$ cat src/rtl/cache_mem_arbiter.sv
// cache_mem_arbiter: shares one fixed-latency line memory between the
// I-cache fill path and the D-cache fill/write-back path.
//
// Ports:
//   clk, rst           clock; async active-high reset
//   i_req/i_addr       I-cache line read request (held until i_rdy)
//   i_rdy/i_rdata      one-cycle completion pulse / read line (held)
//   d_re/d_we/d_addr   D-cache line read or write request (held until d_rdy)
//   d_wdata            D-cache write line
//   d_rdy/d_rdata      one-cycle completion pulse / read line (held)
//   mem_re/mem_we      memory strobes, high for the whole access
//   mem_addr/wdata     memory line address / write line
//   mem_rdata          memory read line, valid in last access cycle
//   busy               high while an access is in ACCESS or DONE
module cache_mem_arbiter #(
  parameter int ADDR_W  = 14,
  parameter int DATA_W  = 64,
  parameter int MEM_LAT = 4
) (
  input  logic              clk,
  input  logic              rst,
  input  logic              i_req,
  input  logic [ADDR_W-1:0] i_addr,
  output logic              i_rdy,
  output logic [DATA_W-1:0] i_rdata,
  input  logic              d_re,
  input  logic              d_we,
  input  logic [ADDR_W-1:0] d_addr,
  input  logic [DATA_W-1:0] d_wdata,
  output logic              d_rdy,
  output logic [DATA_W-1:0] d_rdata,
  output logic              mem_re,
  output logic              mem_we,
  output logic [ADDR_W-1:0] mem_addr,
  output logic [DATA_W-1:0] mem_wdata,
  input  logic [DATA_W-1:0] mem_rdata,
  output logic              busy
);

  typedef enum logic [1:0] {
    IDLE, ACCESS, DONE
  } state_t;

  localparam logic [3:0] LAT_M1 = 4'(MEM_LAT - 1);

  state_t state, state_n;
  logic [3:0] cnt, cnt_n;
  // last_d / gnt_d: 1 = D side, 0 = I side
  logic last_d, last_d_n;
  logic gnt_d, gnt_d_n;
  logic wr, wr_n;
  logic mem_re_n, mem_we_n;
  logic [ADDR_W-1:0] addr_n;
  logic [DATA_W-1:0] wdata_n;
  logic i_rdy_n, d_rdy_n;
  logic [DATA_W-1:0] i_rdata_n, d_rdata_n;
  logic busy_n;

  logic d_req, pick_d, pick_w;

  assign d_req  = d_re | d_we;
  // On conflict the side that did not win last time goes first.
  assign pick_d = d_req & (~i_req | ~last_d);
  // d_we wins over d_re when both are raised.
  assign pick_w = pick_d & d_we;

  always_comb begin
    state_n   = state;
    cnt_n     = cnt;
    last_d_n  = last_d;
    gnt_d_n   = gnt_d;
    wr_n      = wr;
    mem_re_n  = mem_re;
    mem_we_n  = mem_we;
    addr_n    = mem_addr;
    wdata_n   = mem_wdata;
    i_rdy_n   = 1'b0;
    d_rdy_n   = 1'b0;
    i_rdata_n = i_rdata;
    d_rdata_n = d_rdata;
    unique case (state)
      IDLE: begin
        if (i_req | d_req) begin
          gnt_d_n  = pick_d;
          last_d_n = pick_d;
          wr_n     = pick_w;
          addr_n   = pick_d ? d_addr : i_addr;
          if (pick_w)
            wdata_n = d_wdata;
          mem_re_n = ~pick_w;
          mem_we_n = pick_w;
          cnt_n    = LAT_M1;
          state_n  = ACCESS;
        end
      end
      ACCESS: begin
        if (cnt != 4'd0) begin
          cnt_n = cnt - 4'd1;
        end else begin
          mem_re_n = 1'b0;
          mem_we_n = 1'b0;
          if (!wr) begin
            if (gnt_d)
              d_rdata_n = mem_rdata;
            else
              i_rdata_n = mem_rdata;
          end
          i_rdy_n = ~gnt_d;
          d_rdy_n = gnt_d;
          state_n = DONE;
        end
      end
      DONE: begin
        state_n = IDLE;
      end
      default: begin
        state_n = IDLE;
      end
    endcase
    busy_n = (state_n != IDLE);
  end

  always_ff @(posedge clk or posedge rst) begin
    if (rst) begin
      state     <= IDLE;
      cnt       <= '0;
      last_d    <= 1'b0;
      gnt_d     <= 1'b0;
      wr        <= 1'b0;
      mem_re    <= 1'b0;
      mem_we    <= 1'b0;
      mem_addr  <= '0;
      mem_wdata <= '0;
      i_rdy     <= 1'b0;
      d_rdy     <= 1'b0;
      i_rdata   <= '0;
      d_rdata   <= '0;
      busy      <= 1'b0;
    end else begin
      state     <= state_n;
      cnt       <= cnt_n;
      last_d    <= last_d_n;
      gnt_d     <= gnt_d_n;
      wr        <= wr_n;
      mem_re    <= mem_re_n;
      mem_we    <= mem_we_n;
      mem_addr  <= addr_n;
      mem_wdata <= wdata_n;
      i_rdy     <= i_rdy_n;
      d_rdy     <= d_rdy_n;
      i_rdata   <= i_rdata_n;
      d_rdata   <= d_rdata_n;
      busy      <= busy_n;
    end
  end

endmodule

$ cat config.mk
export PLATFORM = sky130hd
export DESIGN_NAME = cache_mem_arbiter
export DESIGN_NICKNAME = d
export VERILOG_FILES = /design/src/rtl/cache_mem_arbiter.sv
export SDC_FILE = /design/constraint.sdc
export NUM_CORES = 1
export LEC_CHECK = 0
export BUFFER_PORTS_ARGS = -buffer_cell sky130_fd_sc_hd__buf_2
export CAP_MARGIN = 25
export CORE_MARGIN = 2
export CORE_UTILIZATION = 30
export CTS_BUF_LIST = sky130_fd_sc_hd__clkbuf_2 sky130_fd_sc_hd__clkbuf_4 sky130_fd_sc_hd__clkbuf_8
export DETAILED_ROUTE_END_ITERATION = 7
export HOLD_SLACK_MARGIN = 0.02
export SYNTH_ARGS = -nofsm -noshare
export SYNTH_HDL_FRONTEND = slang
export SYNTH_SLANG_ARGS = --single-unit
$ cat constraint.sdc
create_clock -name clk -period 9.7 [get_ports clk]
set_input_delay 0.97 -clock clk [delete_from_list [all_inputs] [get_ports clk]]
set_output_delay 0.97 -clock clk [all_outputs]
set_load 0.05 [all_outputs]
After elaboration in Yosys (flattened, before gate mapping)
Index checks and enable logic that the tools add are counted.
{ "word_totals": {"register_bits": 219, "word_cells": 54, "out_inout_bits": 211, "in_bits": 161} }
{ "classes": {"add_sub_neg": 1, "bitwise": 10, "muxes": 16, "n_eq_ne": 4, "reduce_logical": 10} }
{ "op_table": {"columns": ["operator", "count"], "rows": [
  ["2-to-1 mux 14 bit", 1],
  ["AND reduction 3 bit", 3],
  ["2-to-1 mux 4 bit", 2],
  ["one-hot mux 4 bit (2 select lines)", 1],
  ["AND reduction 4 bit", 2],
  ["2-to-1 mux 1 bit", 7],
  ["inequality test 2 bit (second input constant)", 3],
  ["NOT 1 bit", 5],
  ["2-to-1 mux 2 bit", 2],
  ["one-hot mux 1 bit (2 select lines)", 2],
  ["one-hot mux 2 bit (2 select lines)", 1],
  ["nonzero test 2 bit", 2],
  ["nonzero test 4 bit", 1],
  ["subtractor 4 x 1 -> 4 bit (second input constant)", 1],
  ["bitwise OR 1 bit", 3],
  ["bitwise AND 1 bit", 2],
  ["== test 2 x 1 -> 1 bit (second input constant)", 1],
  ["logical NOT 2 bit", 1],
  ["AND reduction 2 bit", 1]
]} }

Logic depth before layout (Yosys ltp)
{ "depth": {"ltp_word": 7, "mapped_depth": 7, "depth_no_buf": 5} }

Least setup slack after synthesis
OpenSTA, ideal clock, no wires.
{ "synth_timing": {"kind": "in2reg", "startpoint": "input d_re", "endpoint": "register mem_addr[7]", "setup_time_ns": 0.125, "stages": 4, "slack_ns": 7.394, "arrival_time_ns": 2.181, "n_path_buf": 1, "t_required_ns": 9.575, "cell_sequence": "o2bb2ai_1 -> buf_2 -> mux2_2 -> mux2_2"} }
{ "synth_via": {"elab_chain_cells": 3, "word_cells_on_any_way": 5, "cone_classes": "mux (1); bitwise (3); reduce/logical (1)"} }
{ "synth_lines": {"columns": ["item", "line", "rtl"], "rows": [
  ["start: declaration", "26", "input logic d_re,"],
  ["bitwise OR 1 bit (*)", "61", "assign d_req = d_re | d_we;"],
  ["bitwise AND 1 bit or bitwise OR 1 bit (tied branches)", "63, 83", null],
  ["2-to-1 mux 14 bit or AND reduction 2 bit (tied branches)", null, null],
  ["end signal: assignment", "147", "mem_addr <= addr_n;"],
  ["end: declaration", "34", "output logic [ADDR_W-1:0] mem_addr,"]
]} }
Mark *: on every way between the ends. The rest lies on a longest branch, timed or not.
A chain may end at the register's enable or synchronous reset.

Worst setup path in the final report
{ "layout_timing": {"startpoint": "register cnt[0]", "endpoint": "register d_rdata[1]"} }
{ "layout_via": {"elab_chain_cells": 3} }
{ "layout_lines": {"columns": ["item", "line", "rtl"], "rows": [
  ["start: declaration", "47", "logic [3:0] cnt, cnt_n;"],
  ["start signal: assignment", "141", "cnt <= cnt_n;"],
  ["nonzero test 4 bit", "97", "if (cnt != 4'd0) begin"],
  ["NOT 1 bit (no source line)", null, null],
  ["AND reduction 4 bit (no source line)", null, null],
  ["end signal: assignment", "152", "d_rdata <= d_rdata_n;"],
  ["end: declaration", "31", "output logic [DATA_W-1:0] d_rdata,"]
]} }
Every way passes these cells.

==> results.tsv <==
stage	metric	value	unit
cts	post-CTS setup buffers	0	
floorplan	row cnt	62	
hold_path	hold path cells	1	
timing	Slew @ Worst Pin	929.8	ps
global_route	vias in the first global route	6110	
floorplan	Initial Util	30.37	%
global_route	GR Overflow Total	0	
job	max_cap viols	0	
hold_path	HP Class	flip-flop to flip-flop	
cts	CTS tree	done	
drt	Pre-antenna DRT Iters	4	
drt	total number of vias	5685	
global_route	GRT Util Overall	13.29	%
setup_path	Crit path required time	10090	ps
floorplan	Die ar.	30360	sq um
setup_path	Worst Path Max Fanout	47	
timing	Slew Viols, Final	0	
floorplan	Die Ht	174.2	um
status	run status	finished clean	
synth	Syn Area/Cell	17.29	sq um
timing	Peak Freq	0.3738	GHz
synth	Synth Warn #	0	
synth	Mapped Area	8695	sq um
cts	Clock Pin Slew Worst Setup and Hold Paths	60	ps
timing	Worst slew margin	38.01	%
placement	placer congestion estimate	0.7470	
timing	number of hold violations in the final report	0	
floorplan	IO Count	372	
cells_and_area	sequential cell area	5480	sq um
drt	WL final	20.46	mm
cts	clock root buffer	clkbuf_8	
cells_and_area	Antenna Cells	0	
cts	Clock Path Buffers	3	
timing	Final period util	27.58	%
setup_path	FF-to-FF path depth	6	
cts	clock buffer count from CTS	39	
cells_and_area	Fillers	2711	
drt	ANT nets after route	0	
synth	post-synthesis sequential area ratio	63.03	%
global_route	initial antenna violation count	0	
cts	clk_lat worst skew	510	ps
synth	number of synthesized register bits	219	
timing	clock skew	14.04	ps
drt	mean number of vias per cell	4.360	
drt	Residual DRC	0	
timing	final setup fails	0	
setup_path	Setup CP Type	flip-flop to flip-flop	
cts	clock sink count	219	
synth	Synth Net Count	666	
timing	unrepaired setup endpoints after global routing	false	
cells_and_area	non-filler cells, final	1304	
global_route	first-pass GRT wire length	32.71	mm
synth	Netlist cell types	28	
timing	Tmin final	2675	ps
setup_path	Worst setup SP type	flip-flop	
placement	Cells after DPL	1240	
cells_and_area	post-synthesis to final-layout area growth	33.76	%
cells_and_area	layout cells sized above 1	72.39	%
synth	Mapped Cells	503	
drt	DRT iter0 DRCs	160	
cells_and_area	Final #Nets	1060	
global_route	largest net degree at the start of global routing	82	
cts	cts hold-fix bufs	0	
cells_and_area	footprint of the multi-input gates	2992	sq um
placement	# port buffers	371	
timing	setup TNS	0	ps
setup_path	Worst Path Arrival	3060	ps
cts	htree depth	2	
cts	post_cts resized	0	
floorplan	die width	174.2	um
floorplan	core box area	28630	sq um
drt	wire per inst	15.69	um
placement	HPWL Detailed	14.32	mm
setup_path	Critical Path Sink Type	flip-flop	
cell usage after synthesis:
master,number,area (sq um)
a211oi_1,1,7.510
or2_2,2,12.51
mux2i_1,2,20.02
nor4_4,1,21.27
buf_2,12,60.06
nor2_2,1,6.260
o21ai_0,4,20.02
and2_1,1,6.260
or4b_4,1,13.76
nand3_1,3,15.01
mux2_1,5,56.30
nor3_1,3,15.01
nand2_1,3,11.26
nor2b_1,1,6.260
buf_12,6,120.1
nor2_1,1,3.750
o31ai_1,2,15.01
mux2_2,156,1757
or3b_2,1,8.760
dfrtp_1,219,5480
nand4bb_4,1,27.53
o2bb2ai_1,2,17.52
mux2_4,60,900.9
inv_1,4,15.01
buf_6,1,11.26
o21a_1,3,22.52
ha_1,2,25.02
clkbuf_1,5,18.77
cell usage in the layout (no fill, tap or decap):
cell type | Yosys | routed
or4b_4 | 1 | 1
nor3_1 | 3 | 3
o21ai_0 | 4 | 4
o31ai_1 | 2 | 2
or2_2 | 2 | 2
nor2_2 | 1 | 1
o21a_1 | 3 | 3
a211oi_1 | 1 | 1
mux2i_1 | 2 | 2
mux2_2 | 156 | 156
nor4_4 | 1 | 1
nand3_1 | 3 | 3
nand2_2 | 0 | 1
o2bb2ai_1 | 2 | 2
dfrtp_1 | 219 | 219
buf_4 | 0 | 6
buf_2 | 12 | 371
clkinv_2 | 0 | 1
mux2_4 | 60 | 60
and2_1 | 1 | 1
mux2_1 | 5 | 5
nand4bb_4 | 1 | 1
inv_1 | 4 | 3
nand2_1 | 3 | 2
clkbuf_4 | 0 | 19
or3b_2 | 1 | 1
ha_1 | 2 | 2
nor2b_1 | 1 | 1
nor2_1 | 1 | 1
inv_8 | 0 | 1
clkbuf_8 | 0 | 44
path summary, 6_finish.rpt:
| kind | endpoint | from | slack, ps |
|---|---|---|---|
| min | i_rdata[63] | i_rdata[63] | 480 |
| max reg2reg | d_rdata[1] | cnt[0] | 7020 |
| min in group asynchronous | d_rdata[54] | rst | 520 |
| min reg2reg | i_rdata[63] | i_rdata[63] | 480 |
| max in group asynchronous | i_rdata[2] | rst | 7820 |
| max | d_rdata[1] | cnt[0] | 7020 |
state kept, by name (all words and copies together) (netlist names):
name       flops
busy           1
cnt            4
d_rdata       64
d_rdy          1
gnt_d          1
i_rdata       64
i_rdy          1
mem_addr      14
mem_re         1
mem_wdata     64
mem_we         1
state          2
wr             1
worst max-delay path, cell delays in order (launching register included):
cell	delay (ps)
dfrtp_1	400
inv_1	90
ha_1	210
nand4bb_4	170
or4b_4	720
buf_4	460
mux2_4	410
cells by family (layout without fill, tap and decap cells):
logic type	after synthesis	count (layout)	share of synthesized area, %
flops	219	219	63.03
mux	223	223	31.44
buf+inv	28	445	2.590
simple gates	19	19	1.698
compound gates	12	12	0.9498
fa+ha+maj	2	2	0.2878
cell type report:
| class | count | share of cell area (%) |
|---|---|---|
| inverter | 4 | 0.1937 |
| clock buffer | 63 | 6.434 |
| timing repair buffer | 377 | 16.35 |
| sequential | 219 | 47.12 |
| clock inverter | 1 | 0.04303 |
| tap | 384 | 4.131 |
| multi-input combinational | 256 | 25.72 |
per-layer routing:
layer | share of wire, % | global-route usage, % | vias to the layer above
li1 | - | - | 2566
met1 | 41 | 16.47 | 2807
met2 | 47 | 21.33 | 268
met3 | 9.1 | 4.812 | 44
met4 | 2.7 | 4.762 | 0
met5 | 0 | 0 | -
per-stage QoR:
stage	instance area, sq um	setup WS (ps)	util, %	hold WS [ps]
detailed placement	10880	7019	38.00	471.4
CTS	11630	7029	40.63	485.3
finish	11630	7025	40.63	479.1
global placement	10880	7052	38.00	462.2
global route	11630	6920	40.63	500.8
floorplan	8695	2737	-	476.5
Power is not shown: default switching activity piles up to over one toggle a cycle in this logic, so the estimate is an artifact.
